===== config.mk =====
export PLATFORM = sky130hd
export DESIGN_NAME = inst_fetch_unit
export DESIGN_NICKNAME = d
export VERILOG_FILES = /design/src/rtl/inst_fetch_unit.sv
export SDC_FILE = /design/constraint.sdc
export NUM_CORES = 1
export LEC_CHECK = 0
export ABC_AREA = 1
export ABC_CLOCK_PERIOD_IN_PS = 6500
export CORE_MARGIN = 2
export CORE_UTILIZATION = 65
export CTS_BUF_LIST = sky130_fd_sc_hd__clkbuf_8
export DETAILED_ROUTE_END_ITERATION = 16
export DONT_BUFFER_PORTS = 1
export GPL_TIMING_DRIVEN = 0
export PLACE_DENSITY = 0.81
export SYNTH_ARGS = -nofsm -noshare
export SYNTH_HDL_FRONTEND = slang
export SYNTH_SLANG_ARGS = --single-unit

===== constraint.sdc =====
create_clock -name clk -period 6.5 [get_ports clk]
set_clock_uncertainty 0.05 [all_clocks]
set_input_delay 0.65 -clock clk [delete_from_list [all_inputs] [get_ports clk]]
set_output_delay 0.65 -clock clk [all_outputs]
set_load 0.005 [all_outputs]

===== src/rtl/inst_fetch_unit.sv =====
// Instruction fetch unit: drives the PC to instruction memory and buffers the returned
// {pc, inst} pairs in a small FIFO toward decode. Redirects abort the pending read and flush.
module inst_fetch_unit #(
  parameter logic [31:0] RESET_PC    = 32'hBFC0_0000,
  parameter int unsigned FIFO_DEPTH  = 2,
  parameter int unsigned MEM_LATENCY = 1
) (
  input  logic        clk,
  input  logic        rst,
  output logic [31:0] imem_addr,
  output logic        imem_stall,
  input  logic [31:0] imem_r_data,
  input  logic [1:0]  imem_r_data_status,
  input  logic        redirect_valid,
  input  logic [31:0] redirect_pc,
  output logic        out_valid,
  output logic [31:0] out_inst,
  output logic [31:0] out_pc,
  input  logic        out_ready,
  output logic [31:0] fetch_count
);

  localparam int unsigned PtrW = $clog2(FIFO_DEPTH);
  localparam int unsigned CntW = PtrW + 1;
  localparam logic [CntW-1:0] CntFull = CntW'(FIFO_DEPTH);

  logic [31:0]     pc_q, pc_d;
  logic [31:0]     fc_q, fc_d;
  logic [PtrW-1:0] wr_ptr_q, wr_ptr_d;
  logic [PtrW-1:0] rd_ptr_q, rd_ptr_d;
  logic [CntW-1:0] cnt_q, cnt_d;

  logic [31:0] pc_mem   [FIFO_DEPTH];
  logic [31:0] inst_mem [FIFO_DEPTH];

  logic full;
  logic push;
  logic pop;

  // Memory latency only shapes external timing; redirect low bits are forced to word alignment.
  logic unused_bits;
  assign unused_bits = ^{redirect_pc[1:0], MEM_LATENCY};

  assign full       = (cnt_q == CntFull);
  assign push       = (imem_r_data_status == 2'b10) && !redirect_valid && !full;
  assign pop        = out_valid && out_ready;
  assign imem_stall = rst | redirect_valid | full;
  assign imem_addr  = pc_q;

  assign out_valid   = (cnt_q != '0);
  assign out_pc      = out_valid ? pc_mem[rd_ptr_q]   : 32'h0;
  assign out_inst    = out_valid ? inst_mem[rd_ptr_q] : 32'h0;
  assign fetch_count = fc_q;

  always_comb begin
    pc_d     = pc_q;
    fc_d     = fc_q;
    wr_ptr_d = wr_ptr_q;
    rd_ptr_d = rd_ptr_q;
    cnt_d    = cnt_q;
    if (redirect_valid) begin
      pc_d     = {redirect_pc[31:2], 2'b00};
      wr_ptr_d = '0;
      rd_ptr_d = '0;
      cnt_d    = '0;
    end else begin
      if (push) begin
        pc_d     = pc_q + 32'd4;
        wr_ptr_d = wr_ptr_q + PtrW'(1);
        fc_d     = fc_q + 32'd1;
      end
      if (pop) begin
        rd_ptr_d = rd_ptr_q + PtrW'(1);
      end
      unique case ({push, pop})
        2'b10:   cnt_d = cnt_q + CntW'(1);
        2'b01:   cnt_d = cnt_q - CntW'(1);
        default: cnt_d = cnt_q;
      endcase
    end
  end

  always_ff @(posedge clk) begin
    if (rst) begin
      pc_q     <= RESET_PC;
      fc_q     <= 32'h0;
      wr_ptr_q <= '0;
      rd_ptr_q <= '0;
      cnt_q    <= '0;
    end else begin
      pc_q     <= pc_d;
      fc_q     <= fc_d;
      wr_ptr_q <= wr_ptr_d;
      rd_ptr_q <= rd_ptr_d;
      cnt_q    <= cnt_d;
    end
  end

  // Storage needs no reset: entries are only visible once counted.
  always_ff @(posedge clk) begin
    if (push && !rst) begin
      pc_mem[wr_ptr_q]   <= pc_q;
      inst_mem[wr_ptr_q] <= imem_r_data;
    end
  end

endmodule


==> summary.txt <==
Place
  – Post-DP HPWL: 15.82 mm
  – DP Cell Count: 1238
  – GP Congestion: 0.9090
  – IO Port Bufs: 0
  – Setup WS pre-CTS: 3.412 ns

Drt
  – Post-route ant nets: 0
  – Starting DRT DRC Count: 726
  – Via count: 7222
  – Drt pass-1 iters: 8
  – DRC Markers: 0
  – Via-to-Cell Ratio: 5.687
  – Final WL: 21.83 mm
  – WL/cell: 17.19 µm

Synth
  – Syn avg cell area: 8.429 µm²
  – Flops & latches, synth: 191
  – Seq/Total Area, Yosys: 0.5712
  – Post-Syn Area: 8867 µm²
  – Synth unique cells: 34
  – Yosys warning count: 0
  – Post-Syn Instances: 1052

Global routing
  – Vias in the first global route: 6572
  – Antenna violations before repair: 0
  – Global-route wire length before repair: 33.49 mm
  – Total global-route track usage: 0.2996
  – Grt total ovfl: 0
  – Largest net degree at the start of global routing: 34

Min path
  – Worst hold stages: 0
  – Worst min path class: input port to flip-flop
  – Hold Path Sink: inst_mem[0][5]
  – Worst hold start: imem_r_data[5]

Timing
  – Fin. max-slew vios: 0
  – Final Setup Violations: 0
  – Final Hold Viols: 0
  – Crit share post-route: 0.4505
  – Slew headroom: 0.3782
  – Min Hold Slack: 0.2117 ns
  – Fin worst setup slack: 3.572 ns
  – RSZ-0062 raised after global routing: no
  – Tmin final: 2.928 ns
  – F_max: 341.5 MHz
  – Worst Max-Slew Pin Slew: 0.9305 ns

Clocking
  – CTS sink count: 191
  – Total setup buffers inserted after CTS: 0
  – CTS Buf Count: 17
  – Clk_lat worst skew: 0.47 ns
  – Hold buffers post-CTS: 0
  – CTS root buf: clkbuf_8
  – Clk buf depth: 2
  – CTS clk-pin slew, worst paths: 0.10 ns
  – CTS tree: yes
  – CTS H-tree lvls: 4
  – Post_cts resized: 0

Finish
  – Layout cell share with drive strength beyond 1: 0.07861
  – ANT cells: 0
  – Filler cell count: 1062
  – Final net count: 1154
  – Layout Area Growth over Synthesis: 7.972%
  – Final Util: 0.7201
  – Layout Cells excl Fill: 1270

Setup path
  – Crit path DAT: 2.23 ns
  – Worst r2r path cells: 7
  – WS Path Type: flip-flop to primary output
  – R2r setup slk: 4.06 ns
  – Setup crit end kind: primary output
  – CP Launch Type: flip-flop
  – Worst R2R Start: cnt_q[0]
  – RR Endpoint: pc_mem[0][19]
  – CP required: 5.80 ns
  – Peak fanout along the critical path: 10

Floorplan
  – Die Wd: 120.8 µm
  – IO Pins: 200
  – Die Area: 14590 µm²
  – Starting density of the core: 0.6669
  – Placeable Area: 13300 µm²
  – Die H: 120.8 µm
  – Std cell rows: 42

Power and ir drop
  – Pwr dens: 230.2 nW/µm²
  – Pleak: 3.449 nW
  – VDD IR max: 0.0001137 V

Run
  – Max Cap Viol: 0

Status
  – Outcome: finished clean
-- Yosys cell counts, drive strengths merged --
cell type	instances	area [µm²]
a21oi	113	565.5
clkinv	2	8.750
nand3	35	187.7
buf	17	92.59
clkbuf	22	82.58
inv	82	307.8
nand2	381	1450
xnor2	6	52.55
xor2	12	105.1
edfxtp	124	3724
a21boi	1	7.510
nand4	16	106.4
dfxtp	67	1341
nor2	126	545.5
o211ai	1	7.510
conb	1	3.750
ha	3	37.54
nor3b	3	27.52
a31oi	5	31.28
nand3b	3	22.52
nor3	5	25.02
o21ai	27	135.1
-- metal layers --
layer | track usage | share of wire | vias to the layer above
met4 | 0.1286 | 0.027 | 0
met2 | 0.4732 | 0.46 | 356
met5 | 0 | 0 | -
li1 | - | - | 3481
met1 | 0.3899 | 0.40 | 3337
met3 | 0.08396 | 0.11 | 48
-- sequential cells by signal, summed over array words and instances (netlist names), named ones only --
signal,flops
cnt_q,2
fetch_count,32
imem_addr,30
pc_mem,60
wr_ptr_q,1
rd_ptr_q,1
inst_mem,64
-- critical path: stages, from the launching register on --
cell and delay [ns]:
dfxtp_1 0.38, nor2_1 0.72, clkbuf_1 0.52, a21oi_1 0.13
-- worst max path at each step --
stage	to	start	cells after the start
floorplan	inst_mem[1][0]	redirect_valid	4
global placement	pc_mem[1][29]	redirect_valid	4
detailed placement	pc_mem[0][29]	rst	5
CTS	out_pc[22]	cnt_q[0]	3
global route	out_pc[22]	cnt_q[0]	3
finish	out_pc[22]	cnt_q[0]	3
-- power by group --
group / internal (mW) / total, mW / switching, mW
clock network: 0.309 / 0.745 / 0.436
registers: 1.31 / 1.35 / 0.0364
logic: 0.0336 / 0.109 / 0.0756
total: 1.66 / 2.20 / 0.548
-- cell families after synthesis --
kind of cell,Yosys count,share of synthesized area
other,1,0.0004229
adders and majority gates,3,0.004234
DFF,191,0.5712
and+or+nand+nor,569,0.2667
buffers and inverters,123,0.05545
xor gates and xnor gates,18,0.01778
AOI/OAI and AO/OA,147,0.08424
-- layout make-up --
cell class / instances / area [µm²] / share of cell area
clock inverter: 15 / 133.9 / 0.01398
timing repair buffer: 7 / 95.09 / 0.009932
multi-input combinational: 741 / 3334 / 0.3483
inverter: 84 / 316.6 / 0.03306
tap: 176 / 220.2 / 0.02300
sequential: 191 / 5065 / 0.5290
buffer: 39 / 175.2 / 0.01830
clock buffer: 17 / 234.0 / 0.02444
-- per-stage QoR --
step	setup TNS (ns)	instance area, µm²	power (mW)
after detailed placement	0	9206	1.484
after floorplan	0	8879	1.443
after CTS	0	9574	2.205
final	0	9574	2.204
after global routing	0	9574	2.273
after global placement	-109.93	9099	1.481
-- layout by cell type (no fill, tap or decap), types with 5 or more instances in the layout --
| master | n |
|---|---|
| a21oi_1 | 113 |
| a31oi_1 | 5 |
| buf_2 | 8 |
| buf_4 | 5 |
| clkbuf_1 | 22 |
| clkbuf_8 | 17 |
| dfxtp_1 | 67 |
| edfxtp_1 | 124 |
| inv_1 | 76 |
| inv_2 | 8 |
| inv_6 | 5 |
| nand2_1 | 375 |
| nand2_2 | 5 |
| nand3_1 | 34 |
| nand4_1 | 15 |
| nor2_1 | 108 |
| nor2_2 | 11 |
| nor2_4 | 7 |
| o21ai_0 | 23 |
| xnor2_1 | 6 |
| xor2_1 | 12 |
Power figures use the tool's default switching activity.
==> variant 1, RTL diff (config.mk and constraints unchanged) <==
Put one more register stage on the output `fetch_count`, cleared by the reset. The value now appears one clock later. The other outputs are not delayed to match.
--- a/src/rtl/inst_fetch_unit.sv
+++ b/src/rtl/inst_fetch_unit.sv
@@ -52,3 +52,9 @@
   assign out_inst    = out_valid ? inst_mem[rd_ptr_q] : 32'h0;
-  assign fetch_count = fc_q;
+  always_ff @(posedge clk) begin
+    if (rst) begin
+      fetch_count <= '0;
+    end else begin
+      fetch_count <= fc_q;
+    end
+  end
 
Check against the original RTL: not equivalent (Yosys sat finds a counterexample within 4 cycles, from zero or initial values and one cycle with rst high).
==> variant 1 against the unedited design <==
Utilization up 1.8 points. Count of clock-buffer cells in the layout increased by 24. Largest cell class unchanged. First-iteration DRC count shrank 20%. Design area is 13% higher. Critical path type is now primary input to flop. Power up 26%. Sequential cell count up 32. Largest power group unchanged. Wire length increased by 11%. Area after synthesis rose by 10%. Via count rose by 9.0%. Setup slack worse by 0.073 ns.
==> variant 1: results (changes against the unedited design) <==
Yosys
  – Part of the Yosys area used for sequential elements: 58.26% (+1.1 points)
  – Cells after synthesis: 1167 (+11%)
  – Distinct cells, synth: 35 (+2.9%)
  – Commonest cells in the synthesized netlist: sky130_fd_sc_hd__nand2_1, sky130_fd_sc_hd__nor2_1, sky130_fd_sc_hd__edfxtp_1, sky130_fd_sc_hd__a21oi_1, sky130_fd_sc_hd__dfxtp_1
  – Dominant cells by area after synthesis: sky130_fd_sc_hd__edfxtp_1, sky130_fd_sc_hd__dfxtp_1, sky130_fd_sc_hd__nand2_1, sky130_fd_sc_hd__a21oi_1, sky130_fd_sc_hd__nor2_1

Placement
  – Area of placed instances: 10140 um2 (+10%)
  – Total half-perimeter wirelength after legalization and detailed placement: 17.27 mm (+9.1%)
  – Routability congestion estimate: 0.9446 (+3.9%)

Finish
  – Final non-filler cell total: 1426 (+12%)
  – Ratio of cells with drive above 1 in the final layout: 8.132% (+0.27 points)
  – Count of filler cells inserted in the layout: 1118 (+5.3%)
  – Final non-filler cell area: 10810 um2 (+13%)
  – Final Net Count: 1288 (+12%)

Drt
  – Total wirelength of the detailed-routed design: 24.14 mm (+11%)
  – Routed vias/inst: 5.521 (-2.9%)
  – Post-route ant nets: 0 (unchanged)
  – Number of search-and-repair iterations in the first detailed-routing pass: 7 (-1)
  – Number of DRC markers after the initial detailed-route iteration: 581 (-20%)

Power
  – Peak VDD IR: 0.1707 mV (+50%)
  – Total power: 2.767 mW (+26%)
  – Combinational power share: 4.3% (-0.7 points)
  – Power Sequential: 1.55 mW (+15%)
  – Net switching power of the design: 0.6397 mW (+17%)
  – Leakage power: 4.075 nW (+18%)

Worst setup path
  – Critical path fanouts, max: 14 (+4)
  – Data arrival time of the critical path: 3.16 ns (+0.93 ns)
  – Critical path's largest stage delay: 0.49 ns (-0.23 ns)
  – Worst-path cell with the longest stage delay: sky130_fd_sc_hd__nor3_2

GRT
  – Wire length of the first global-routing pass: 37.40 mm (+12%)
  – Met2 usage in global routing: 51.38% (+4.1 points)
  – Met1 usage: 35.31% (-3.7 points)
  – Gr usage total: 29.57% (-0.38 points)
  – GR Layer Usage met3: 6.411% (-2.0 points)
  – Via count of the first global-routing pass: 7632 (+16%)

Clock network
  – CTS root buf: sky130_fd_sc_hd__clkbuf_8
  – H-tree depth reported by CTS: 2 (-2)
  – Clock transition at the registers of the reported paths: 0.06 ns (-0.04 ns)
  – Buffer levels on the longest clock path: 3 (+1)
  – Latest clock arrival within the worst-skew pair: 0.53 ns (+0.06 ns)
  – Number of buffers inserted during clock tree synthesis: 36 (+19)

Outcome
  – Result of the run: finished clean

Timing
  – Normalized max-slew margin: 41.91% (+4.1 points)
[variant 1: cell types whose count changed after synthesis, sizes merged, moves of 3 or more]
cell	before	now
nor3b	3	0
clkbuf	22	28
dfxtp	67	99
a21oi	113	123
inv	82	98
nor2	126	150
nand2	381	415
xnor2	6	2
o21ai	27	30
nor3	5	8
nand4	16	4
xor2	12	17
nand3	35	38
[variant 1: cell type report]
class	count	share of cell area [%]
Timing Repair Buffer	7	0.8913
Sequential cell	223	52.78
Tap cell	184	2.130
Clock inverter	24	0.9376
Inverter	98	3.403
Buffer	45	1.864
Multi-Input combinational cell	804	32.77
Clock buffer	41	5.221
[variant 1: per-layer routing]
| metal | part of all wire (%) | wire, um |
|---|---|---|
| met4 | 3.6 | 859 |
| met3 | 8.2 | 1974 |
| met5 | 0 | 0 |
| met1 | 40 | 9574 |
| met2 | 49 | 11730 |
[variant 1: worst max-delay path, delay by kind of cell]
| family | cells | cell delay (ns) |
|---|---|---|
| buffers and inverters | 7 | 1.61 |
| and+or+nand+nor | 2 | 0.85 |
[variant 1: logic make-up (layout without fill, tap and decap cells)]
group	Yosys count	after routing	synth area share, %
other	1	4	0.03829
buffers and inverters	143	215	5.813
AO/OA/AOI/OAI	160	160	8.330
flip-flops	223	223	58.26
adder cells (fa/ha/maj)	3	3	0.3833
XOR/XNOR	19	19	1.699
AND/OR/NAND/NOR	618	618	25.48
[variant 1: path summary, 6_finish.rpt]
| path | startpoint | slack [ns] | to | cells after the start |
|---|---|---|---|---|
| hold / removal | imem_r_data[29] | 0.16 | inst_mem[0][29] | 0 |
| setup / recovery | rst | 3.50 | pc_mem[1][29] | 9 |
| setup reg to reg | cnt_q[0] | 3.89 | pc_mem[1][29] | 9 |
| hold reg to reg | fc_q[6] | 0.41 | fetch_count[6] | 2 |
==> variant 2, RTL diff (config.mk and constraints unchanged) <==
Made on the original files. Change the parameter `FIFO_DEPTH` from 2 to 4.
--- a/src/rtl/inst_fetch_unit.sv
+++ b/src/rtl/inst_fetch_unit.sv
@@ -4,3 +4,3 @@
   parameter logic [31:0] RESET_PC    = 32'hBFC0_0000,
-  parameter int unsigned FIFO_DEPTH  = 2,
+  parameter int unsigned FIFO_DEPTH  = 4,
   parameter int unsigned MEM_LATENCY = 1
Check against the original RTL: not equivalent (a bounded check fails within 4 cycles, from zero or initial values and one cycle with rst high).
==> variant 2 against the unedited design <==
Sequential cell count grew 128. Area after synthesis grew 60%. Wire length grew 58%. Register-to-register slack lost 0.09 ns. Via count grew 47%. Critical path depth grew 3. Sequential share of layout area grew 3.9 points. Die area grew 58%. Final cell count grew 46%. Design area grew 63%. Setup slack lost 0.17 ns. First-iteration DRC count grew 35%. Power grew 78%. Critical path type unchanged. Critical endpoint is now out_pc[9]. Largest cell class unchanged.
==> variant 2: results (changes against the unedited design) <==
Clock network
  – Number of buffers inserted during clock tree synthesis: 48 (+31)
  – Clock transition at the registers of the reported paths: 0.07 ns (-0.03 ns)
  – Buffer levels on the longest clock path: 3 (+1)
  – H-tree depth reported by CTS: 2 (-2)

Outcome
  – Result of the run: finished clean

Yosys
  – Commonest cells in the synthesized netlist: sky130_fd_sc_hd__nor2_1, sky130_fd_sc_hd__edfxtp_1, sky130_fd_sc_hd__nand2_1, sky130_fd_sc_hd__o21ai_0, sky130_fd_sc_hd__a21oi_1
  – Part of the Yosys area used for sequential elements: 62.45% (+5.3 points)
  – Count of flip-flops with a built-in enable after synthesis: 248 (+100%)
  – Dominant cells by area after synthesis: sky130_fd_sc_hd__edfxtp_1, sky130_fd_sc_hd__dfxtp_1, sky130_fd_sc_hd__nor2_1, sky130_fd_sc_hd__nand2_1, sky130_fd_sc_hd__o21ai_0

GRT
  – Wire length of the first global-routing pass: 53.99 mm (+61%)

Placement
  – Area of placed instances: 14750 um2 (+60%)
  – Minimum setup slack after placement: 3.591 ns (+0.1788 ns)

Drt
  – Number of DRC markers after the initial detailed-route iteration: 978 (+35%)
  – Routed length per instance: 18.61 um (+8.3%)
  – Met3 wire length: 3.747 mm (+61%)
  – Via total after detailed routing: 10650 (+47%)
  – Number of search-and-repair iterations in the first detailed-routing pass: 5 (-3)

Power
  – Combinational power share: 4.1% (-0.9 points)
  – Total power: 3.915 mW (+78%)
  – Leakage power: 5.594 nW (+62%)
  – Sequential share of power: 58.0% (-3.2 points)
  – Power density cells: 250.9 nW/um2 (+8.9%)

Worst setup path
  – Cell depth of the worst flop-to-flop path: 8 (+1)
  – FF-to-FF setup slack: 3.97 ns (-0.09 ns)
  – CP endpoint: out_pc[9]
  – Critical path's largest stage delay: 0.41 ns (-0.31 ns)

Timing
  – Fin Hold WS: 0.1293 ns (-0.08246 ns)

Finish
  – Count of filler cells inserted in the layout: 1589 (+50%)
variant 2: changes by cell type after synthesis, sizes merged, moves of 13 or more:
cell    delta
buf       +13
clkbuf    +16
edfxtp   +124
o21ai    +146
nor2     +237
nand2    -121
variant 2: kinds of logic after synthesis:
kind of cell / after synthesis / share of synthesized area, %
AOI/OAI and AO/OA: 294 / 10.54
xor gates and xnor gates: 11 / 0.6784
adders and majority gates: 8 / 0.7577
other: 1 / 0.02641
buffers and inverters: 161 / 4.731
and+or+nand+nor: 690 / 20.82
DFF: 319 / 62.45
variant 2: worst max-delay path, delay by kind of cell, from the launching register on:
kind | cells | cell delay, ns
AO/OA/AOI/OAI | 2 | 0.54
buffers and inverters | 4 | 0.99
flip-flops | 1 | 0.29
variant 2: final cells by class:
class	count	share of cell area (%)
buffer	68	2.036
clock buffer	51	4.497
clock inverter	31	0.9780
inverter	93	2.269
multi-input combinational	1007	30.13
sequential	319	56.82
tap	280	2.245
timing repair buffer	8	1.026
